File: config.mk
export PLATFORM = sky130hd
export DESIGN_NAME = dbg_dump_engine
export DESIGN_NICKNAME = d
export VERILOG_FILES = /design/src/rtl/dbg_dump_engine.sv
export SDC_FILE = /design/constraint.sdc
export NUM_CORES = 1
export LEC_CHECK = 0
export CORE_ASPECT_RATIO = 0.9
export CORE_MARGIN = 10
export CORE_UTILIZATION = 50
export CTS_BUF_LIST = sky130_fd_sc_hd__clkbuf_4
export DETAILED_ROUTE_END_ITERATION = 16
export PLACE_DENSITY = 0.91
export SLEW_MARGIN = 25
export SYNTH_ARGS = -nofsm -noshare
export SYNTH_HDL_FRONTEND = slang
export SYNTH_SLANG_ARGS = --single-unit
File: constraint.sdc
create_clock -name clk -period 2.9 [get_ports clk]
set_input_delay 0.435 -clock clk [delete_from_list [all_inputs] [get_ports clk]]
set_output_delay 0.435 -clock clk [all_outputs]
set_load 0.005 [all_outputs]
File: src/rtl/dbg_dump_engine.sv
// End-of-run dump engine: saturating cycle counter plus a sequencer that streams
// the cycle snapshot, every register and a DMEM window as tagged records.
module dbg_dump_engine #(
   parameter int XLEN    = 32,
   parameter int NREGS   = 32,
   parameter int REG_AW  = 5,
   parameter int DMEM_AW = 8,
   parameter int CNT_W   = 32
) (
   input  logic               clk,
   input  logic               rst,
   input  logic               run,
   input  logic               start,
   input  logic [DMEM_AW-1:0] mem_base,
   input  logic [DMEM_AW:0]   mem_count,
   output logic [REG_AW-1:0]  rf_raddr,
   input  logic [XLEN-1:0]    rf_rdata,
   output logic [DMEM_AW-1:0] dm_raddr,
   input  logic [XLEN-1:0]    dm_rdata,
   output logic               out_valid,
   input  logic               out_ready,
   output logic [1:0]         out_kind,
   output logic [DMEM_AW-1:0] out_index,
   output logic [XLEN-1:0]    out_data,
   output logic               out_last,
   output logic               busy,
   output logic               done,
   output logic [CNT_W-1:0]   cycle_count
);

   typedef enum logic [2:0] {S_IDLE, S_CYC, S_REG, S_MREQ, S_MCAP, S_FIN} state_t;

   localparam logic [1:0]        KIND_CYC = 2'd0;
   localparam logic [1:0]        KIND_REG = 2'd1;
   localparam logic [1:0]        KIND_MEM = 2'd2;
   localparam logic [REG_AW-1:0] LAST_REG = REG_AW'(NREGS - 1);

   function automatic logic [CNT_W-1:0] sat_inc(input logic [CNT_W-1:0] v);
      return (&v) ? v : v + CNT_W'(1);
   endfunction

   function automatic logic [XLEN-1:0] fit_xlen(input logic [CNT_W-1:0] v);
      return XLEN'(v);
   endfunction

   state_t             state_q, state_d;
   logic [CNT_W-1:0]   cnt_q, cnt_d;
   logic [CNT_W-1:0]   snap_q, snap_d;
   logic [DMEM_AW-1:0] base_q, base_d;
   logic [DMEM_AW:0]   count_q, count_d;
   logic [REG_AW-1:0]  idx_q, idx_d;
   logic [DMEM_AW:0]   mi_q, mi_d;
   logic               valid_q, valid_d;
   logic [1:0]         kind_q, kind_d;
   logic [DMEM_AW-1:0] index_q, index_d;
   logic [XLEN-1:0]    data_q, data_d;
   logic               last_q, last_d;
   logic               busy_q, busy_d;
   logic               done_q, done_d;

   logic               slot_free;
   logic [DMEM_AW-1:0] mem_addr;
   logic [DMEM_AW:0]   mi_inc;

   always_comb begin
      slot_free = !valid_q || out_ready;
      mem_addr  = base_q + mi_q[DMEM_AW-1:0];
      mi_inc    = mi_q + (DMEM_AW+1)'(1);

      state_d  = state_q;
      cnt_d    = run ? sat_inc(cnt_q) : cnt_q;
      snap_d   = snap_q;
      base_d   = base_q;
      count_d  = count_q;
      idx_d    = idx_q;
      mi_d     = mi_q;
      valid_d  = (valid_q && out_ready) ? 1'b0 : valid_q;
      kind_d   = kind_q;
      index_d  = index_q;
      data_d   = data_q;
      last_d   = last_q;
      busy_d   = busy_q;
      done_d   = 1'b0;
      rf_raddr = '0;
      dm_raddr = '0;

      case (state_q)
         S_IDLE: begin
            if (start) begin
               base_d  = mem_base;
               count_d = mem_count;
               snap_d  = cnt_q;
               idx_d   = '0;
               mi_d    = '0;
               busy_d  = 1'b1;
               state_d = S_CYC;
            end
         end
         S_CYC: begin
            if (slot_free) begin
               valid_d = 1'b1;
               kind_d  = KIND_CYC;
               index_d = '0;
               data_d  = fit_xlen(snap_q);
               last_d  = 1'b0;
               idx_d   = '0;
               state_d = S_REG;
            end
         end
         S_REG: begin
            rf_raddr = idx_q;
            if (slot_free) begin
               valid_d = 1'b1;
               kind_d  = KIND_REG;
               index_d = DMEM_AW'(idx_q);
               data_d  = rf_rdata;
               last_d  = (idx_q == LAST_REG) && (count_q == '0);
               idx_d   = idx_q + REG_AW'(1);
               if (idx_q == LAST_REG)
                  state_d = (count_q != '0) ? S_MREQ : S_FIN;
            end
         end
         // Only advance once the slot is empty after this edge, so MCAP can always load.
         S_MREQ: begin
            dm_raddr = mem_addr;
            if (slot_free) state_d = S_MCAP;
         end
         S_MCAP: begin
            valid_d = 1'b1;
            kind_d  = KIND_MEM;
            index_d = mem_addr;
            data_d  = dm_rdata;
            last_d  = (mi_inc == count_q);
            mi_d    = mi_inc;
            state_d = (mi_inc < count_q) ? S_MREQ : S_FIN;
         end
         S_FIN: begin
            if (valid_q && out_ready) begin
               busy_d  = 1'b0;
               done_d  = 1'b1;
               state_d = S_IDLE;
            end
         end
         default: state_d = S_IDLE;
      endcase
   end

   always_ff @(posedge clk) begin
      if (rst) begin
         state_q <= S_IDLE;
         cnt_q   <= '0;
         snap_q  <= '0;
         base_q  <= '0;
         count_q <= '0;
         idx_q   <= '0;
         mi_q    <= '0;
         valid_q <= 1'b0;
         kind_q  <= '0;
         index_q <= '0;
         data_q  <= '0;
         last_q  <= 1'b0;
         busy_q  <= 1'b0;
         done_q  <= 1'b0;
      end else begin
         state_q <= state_d;
         cnt_q   <= cnt_d;
         snap_q  <= snap_d;
         base_q  <= base_d;
         count_q <= count_d;
         idx_q   <= idx_d;
         mi_q    <= mi_d;
         valid_q <= valid_d;
         kind_q  <= kind_d;
         index_q <= index_d;
         data_q  <= data_d;
         last_q  <= last_d;
         busy_q  <= busy_d;
         done_q  <= done_d;
      end
   end

   assign out_valid   = valid_q;
   assign out_kind    = kind_q;
   assign out_index   = index_q;
   assign out_data    = data_q;
   assign out_last    = last_q;
   assign busy        = busy_q;
   assign done        = done_q;
   assign cycle_count = cnt_q;

endmodule

==> results by group, run 1 <==
Pwr
  – Cell Pwr Density: around 550 mW/mm2
  – Switching share of power: 34.4%
  – Pleak: 3.14 nW
  – Flop pwr share: 46.2%
  – Comb pwr share: 31.7%
  – Clock power frac: between 20% and 30%
  – Peak VDD IR: 0.274 mV
  – Sw power: ~1.7 mW
  – Int Power: 3.33 mW

Synth
  – Synth Cell Area: 0.00691 mm2
  – Main synth FF type: dfxtp_1
  – Count of different cell masters after synthesis: 57
  – Yosys warnings: 0
  – Post-Syn Instances: 874
  – Sequential fraction of the synthesis area: 41.7%
  – #FFs+latches synth: approximately 140
  – Number of flops mapped to enable cells by yosys: 0
  – Syn nets: 981
  – Async SR Flop Fraction: 0%
  – Mean Syn Cell Area: 7.91 um2

Worst setup path
  – CP arrival: between 2 and 2.5 ns
  – Crit path launch type: flop
  – Crit Path Category: flop to primary output
  – Required time worst endpoint: around 2.5 ns
  – R2R depth: 12
  – Endpoint class of the critical path: primary output
  – Crit-path max FO: 3

Finish
  – Share of cells above drive strength 1: around 9%
  – Final instance area: approximately 0.0092 mm2
  – Fin util: 68.3%
  – Area Overhead vs Synth: 33.0%
  – Nets: around 1100

Die
  – DIE WIDTH: approximately 140 um
  – Die Y: ~130 um
  – Core ar.: 0.0135 mm2
  – Starting Density: 51.3%
  – # IOs: 177
  – Die ar.: ~0.019 mm2
  – Core Rows: 40

Routing
  – Total wire length: 22.5 mm
  – Routed len/inst: 18.5 um
  – 1st-pass router iterations: 5
  – DRC Markers: 0
  – Detail Route Antenna Nets: 0
  – Vias: roughly 7300
  – Iter 0 DRT Violations: roughly 840
  – Vias per inst: 5.99

Timing
  – Fin worst setup slack: 0.0785 ns
  – Fmax: 354 MHz
  – Clock skew: 0.0163 ns
  – RSZ-0062 raised after global routing: true
  – Fin. Hold Viols: 0
  – Finish-stage setup viols: 0
  – Slew HR: a little under a third
  – Final Critical Period: 2.82 ns
  – Final period utilization: 97.3%
  – Actual slew at the worst max-slew pin: ~1.0 ns
  – Max Slew Vio Count: 0

Outcome
  – Status: finished clean

CTS
  – Total CTS buffers: 17
  – CTS Sinks: 144
  – Clk pin slew, worst setup/hold paths: 0.13 ns
  – Root Driver: clkbuf_4
  – H-Tree Depth: 4
  – Max Buffers Root-to-Sink: 2
  – Clock tree from TritonCTS: built
  – Clock Latency Late Sink: 0.56 ns

Place
  – Dpl cell area: 0.00884 mm2
  – Post-DP HPWL: between 15 and 20 mm
  – Dpl ws: 0.0816 ns
  – GP Congestion: 0.924
  – Port Buf Inserts: roughly 180

Global routing
  – GR Overflow Total: 0
  – Tot GR Track Use: 22.8%
  – Vias in the first global route: 6840
  – First-pass GRT wire length: ~36 mm
  – Largest net degree at the start of global routing: 100
  – Initial antenna violation count: 1

Run
  – Max_cap viols: 0

Worst hold path
  – Hold depth: 3
  – Worst Hold Class: input pin to flop
-- state kept, by name, summed over array words and instances (netlist names) --
name	count
state_q	3
out_index	8
count_q	9
cycle_count	32
out_last	1
done	1
out_data	32
out_valid	1
base_q	8
mi_q	9
idx_q	5
snap_q	32
out_kind	2
busy	1
-- per-layer routing --
layer  wire, um  GRT usage (%)  up-vias
met4        486           8.39        0
met3       2510           6.52       46
met1       9550           30.3     3397
li1           -              -     3444
met5          0              0        -
met2       9920           34.1      367
-- worst paths after layout --
kind / endpoint / slack, ns / from
worst max register to register: state_q[2] / 0.22 / mi_q[0]
worst min register to register: snap_q[29] / 0.47 / snap_q[29]
worst min-delay path: base_q[5] / 0.42 / mem_base[5]
worst max-delay path: dm_raddr[6] / 0.08 / mi_q[0]
-- timing repair --
item / in CTS / in global routing
resized for setup: 17 / 21
buffers inserted: 2 / 1
pin swaps: 5 / 8
hold buffers: 0 / 0
setup endpoints to repair: 12 / 8
-- stage by stage --
| step | setup TNS, ns | total power [mW] | hold WS [ns] | instances |
|---|---|---|---|---|
| 6_report | 0 | 5.08 | 0.416 | 1212 |
| 5_1_grt | -0.0936 | 5.36 | 0.389 | 1211 |
| 4_1_cts | -0.105 | 5.07 | 0.379 | 1209 |
| 3_5_place_dp | 0 | 3.96 | 0.447 | 1175 |
| 3_3_place_gp | 0 | 3.91 | 0.444 | 1175 |
| 2_1_floorplan | 0 | 3.17 | 0.436 | 874 |
-- cells by family after synthesis --
| logic type | synth area share [%] |
|---|---|
| multiplexers | 1.03 |
| AND/OR/NAND/NOR | 24.8 |
| buffers and inverters | 4.51 |
| AO/OA/AOI/OAI | 21.1 |
| XOR/XNOR | 2.92 |
| adder cells (fa/ha/maj) | 3.91 |
| flip-flops | 41.7 |
-- power by group through the flow --
stage                     registers, mW  logic (mW)  clock network, mW
final                              2.35        1.61               1.12
after global routing               2.37        1.77               1.22
after CTS                          2.34        1.60               1.13
after detailed placement           2.39        1.58                  0
after global placement             2.37        1.53                  0
after floorplan                    2.36       0.810                  0
-- worst max-delay path, stage by stage, from the launching register on --
cell and delay (ns):
dfxtp_4 0.36, ha_2 0.19, fa_2 0.38, a21oi_2 0.19, o211ai_1 0.10, a21oi_1 0.18
xor2_1 0.23, nor2_1 0.06, clkbuf_2 0.13
-- layout make-up --
class | instances | area [um2]
diodes | 2 | 5.00
clock buffers | 17 | 128
clock inverters | 15 | 115
fillers | 1041 | 4270
inverters | 18 | 67.6
multi-input cells | 651 | 3820
flip-flops and latches | 144 | 2900
well taps | 168 | 210
repair buffers | 197 | 1940
-- cell usage after synthesis, drive strengths merged, types with 2 or more instances --
library cell,n,area [um2]
xnor2,13,114
clkbuf,54,204
a21oi,101,505
or4,13,97.6
mux2i,6,60.1
nand2,178,668
o32ai,3,26.3
nor3,10,55.1
o31ai,10,75.1
xor2,10,87.6
or3b,3,26.3
nand2b,5,31.3
a22oi,26,195
or3,7,43.8
a211oi,4,30.0
nor3b,3,22.5
nor2b,8,50.1
or2,2,12.5
a2111oi,2,23.8
nand3,22,110
and3,7,43.8
and2,9,56.3
a31oi,7,43.8
o211ai,4,30.0
buf,7,40.0
a221o,6,60.1
dfxtp,144,2880
nor4,8,50.1
or4b,2,20.0
and4,5,43.8
nor2,74,278
nand4,16,100
inv,18,67.6
a311oi,27,236
a21o,3,22.5
ha,20,250
o21ai,24,120
-- cells in the final DEF (no fill, tap or decap), types with 4 or more instances in the layout --
cell and n:
a211oi_1 4, a21oi_1 98, a221o_1 6, a22oi_1 26, a311oi_1 27, a31oi_1 6
and2_1 9, and3_1 7, and4_1 5, buf_4 19, clkbuf_4 17, clkdlybuf4s50_1 171
clkinv_4 6, dfxtp_1 134, dfxtp_2 8, ha_1 16, inv_1 18, mux2i_1 6
nand2_1 178, nand2b_1 5, nand3_1 22, nand4_1 16, nor2_1 72, nor2b_1 7
nor3_1 8, nor4_1 7, o211ai_1 4, o21ai_0 22, o31ai_1 10, or3_1 7
or4_1 12, xnor2_1 13, xor2_1 10
Power figures use the tool's default switching activity.
==> run 2: changes to the inputs <==
--- a/config.mk
+++ b/config.mk
@@ -10,7 +10,7 @@
 export CORE_UTILIZATION = 50
 export CTS_BUF_LIST = sky130_fd_sc_hd__clkbuf_4
 export DETAILED_ROUTE_END_ITERATION = 16
-export PLACE_DENSITY = 0.91
+export PLACE_DENSITY = 0.85
 export SLEW_MARGIN = 25
 export SYNTH_ARGS = -nofsm -noshare
 export SYNTH_HDL_FRONTEND = slang
==> run 2 against run 1 <==
Against the previous run: global-route usage down 0.50 points; clock-buffer cell count unchanged; sequential cell count stayed put; clock power hardly changed; non-clock buffer count up 6; worst hold slack worse by 0.022 ns; via count shrank 2.2%; largest power group unchanged.
==> results by group, run 2 (same netlist as run 1, synthesis figures left out) <==
Outcome
  – Status: finished clean

Routing
  – Detail Route Antenna Nets: 0
  – Max Used Layer: met4
  – DRC Markers: 0
  – Total wire length: between 20 and 25 mm
  – WL met2: 9.52 mm
  – Routed len/inst: 18.3 um
  – Iter 0 DRT Violations: 684
  – DR WL met3: 2.63 mm
  – Vias: roughly 7100
  – Vias per inst: approximately 5.8
  – Post-Route M1 WL: between 9 and 10 mm
  – 1st-pass router iterations: 5

Finish
  – Most common cell after layout, fill and taps aside: nand2_1
  – Nets: 1142
  – Final instance area: 0.00922 mm2
  – Area Overhead vs Synth: 33.4%
  – Most frequent cells in the layout: nand2_1 (178), clkdlybuf4s50_1 (169), dfxtp_1 (133), a21oi_1 (99), nor2_1 (72)
  – Post-route insts no fill: 1217
  – FILL cells: 1100
  – Share of cells above drive strength 1: 9.35%

Die
  – DIE WIDTH: 144 um
  – Die Y: between 100 and 150 um
  – Core Rows: 40
  – # IOs: 177
  – Core ar.: 0.0135 mm2
  – Die ar.: between 0.015 and 0.02 mm2
  – Starting Density: 51.3%

Timing
  – Finish-stage setup viols: 0
  – Clock skew: 0.0167 ns
  – Fin. Hold Viols: 0
  – Final period utilization: between 90% and 100%
  – Final Critical Period: 2.87 ns
  – RSZ-0062 raised after global routing: true
  – Fmax: 348 MHz
  – Actual slew at the worst max-slew pin: around 0.76 ns
  – Hold_ws: about 0.39 ns
  – Max Slew Vio Count: 0
  – Slew HR: 49.1%

Worst setup path
  – Required time worst endpoint: 2.47 ns
  – Endpoint class of the critical path: primary output
  – Crit Path Category: flop to primary output
  – Crit path launch type: flop
  – CP arrival: approximately 2.4 ns
  – Crit-path max FO: 2

Place
  – GP Congestion: 0.909
  – Dpl cell area: slightly below 0.009 mm2
  – Post-DP HPWL: 16.4 mm
  – Port Buf Inserts: 176
  – DP Cell Count: 1179

CTS
  – CTS Sinks: 144
  – Max Buffers Root-to-Sink: 2
  – Clock Latency Late Sink: 0.58 ns
  – H-Tree Depth: 4
  – Total CTS buffers: 17
  – Clock tree from TritonCTS: built
  – Root Driver: clkbuf_4
  – Cts hold-fix bufs: 0
  – Clk pin slew, worst setup/hold paths: between 0.1 and 0.15 ns

Global routing
  – Initial antenna violation count: 1
  – First-pass GRT wire length: 34.5 mm
  – GR Overflow Total: 0
  – Largest net degree at the start of global routing: 73
  – Tot GR Track Use: 22.3%
  – Vias in the first global route: approximately 6400

Pwr
  – Peak VDD IR: approximately 0.24 mV
  – Pleak: between 3 and 4 nW
  – Cell Pwr Density: approximately 550 mW/mm2

Run
  – Max_cap viols: 0

Worst hold path
  – Worst Hold Class: input pin to flop
==> run 2: cell count changes in the layout (fill, tap and decap cells not counted), sizes merged <==
cell | previous run | this run
dlygate4sd2 | 1 | 2
clkdlybuf4s15 | 1 | 0
diode | 2 | 1
clkinv | 9 | 7
buf | 22 | 29
clkbuf | 19 | 18
clkdlybuf4s50 | 171 | 169
dlymetal6s2s | 0 | 2
clkinvlp | 3 | 5
==> run 2: final cells by class <==
class | instances | area (um2) | area share, %
diodes | 1 | 2.50 | 0.0272
clock buffers | 17 | 128 | 1.38
clock inverters | 15 | 114 | 1.24
inverters | 18 | 67.6 | 0.733
multi-input cells | 651 | 3810 | 41.4
flip-flops and latches | 144 | 2900 | 31.5
well taps | 168 | 210 | 2.28
repair buffers | 203 | 1980 | 21.5
==> run 2: worst paths after layout <==
| path | start | to | slack, ns | depth (start not counted) |
|---|---|---|---|---|
| worst max-delay path | base_q[0] | dm_raddr[6] | 0.03 | 8 |
| worst min-delay path | mem_base[3] | base_q[3] | 0.39 | 3 |
| worst max register to register | mi_q[1] | state_q[2] | 0.25 | 11 |
| worst min register to register | out_kind[0] | out_kind[0] | 0.46 | 2 |
==> run 2: what timing repair did <==
action / CTS / global route
endpoints found under the setup margin: 10 / 6
endpoints found under the hold margin: 0 / 0
gates resized for setup: 15 / 21
buffers inserted: 1 / 4
pin swaps: 5 / 7
==> run 2: worst max-delay path: stages, from the launching register on <==
cell and delay [ns]:
dfxtp_2 0.35, ha_2 0.19, fa_2 0.37, a21oi_2 0.19, o211ai_1 0.13, a21oi_1 0.20
xor2_1 0.25, nor2_1 0.06, buf_2 0.14
==> run 2: through the flow <==
stage / setup WS (ns) / util (%) / TNS [ns] / power, mW
2_1_floorplan: 0.400 / - / 0 / 3.17
3_3_place_gp: 0.243 / 65.8 / 0 / 3.90
3_5_place_dp: 0.104 / 65.8 / 0 / 3.95
4_1_cts: -0.0771 / 67.9 / -0.0771 / 5.07
5_1_grt: -0.106 / 68.5 / -0.161 / 5.33
6_report: 0.0273 / 68.5 / 0 / 5.06
==> run 2: per-layer routing <==
metal / up-vias / global-route usage (%)
li1: 3462 / -
met1: 3280 / 30.4
met2: 326 / 32.1
met3: 30 / 8.18
met4: 0 / 6.12
met5: - / 0
==> run 2: power by group <==
group,leakage [nW],switching (mW),internal [mW]
sequential,1.18,0.146,2.19
combinational,1.90,0.807,0.779
clock,0.121,0.788,0.343
total,3.19,1.74,3.32
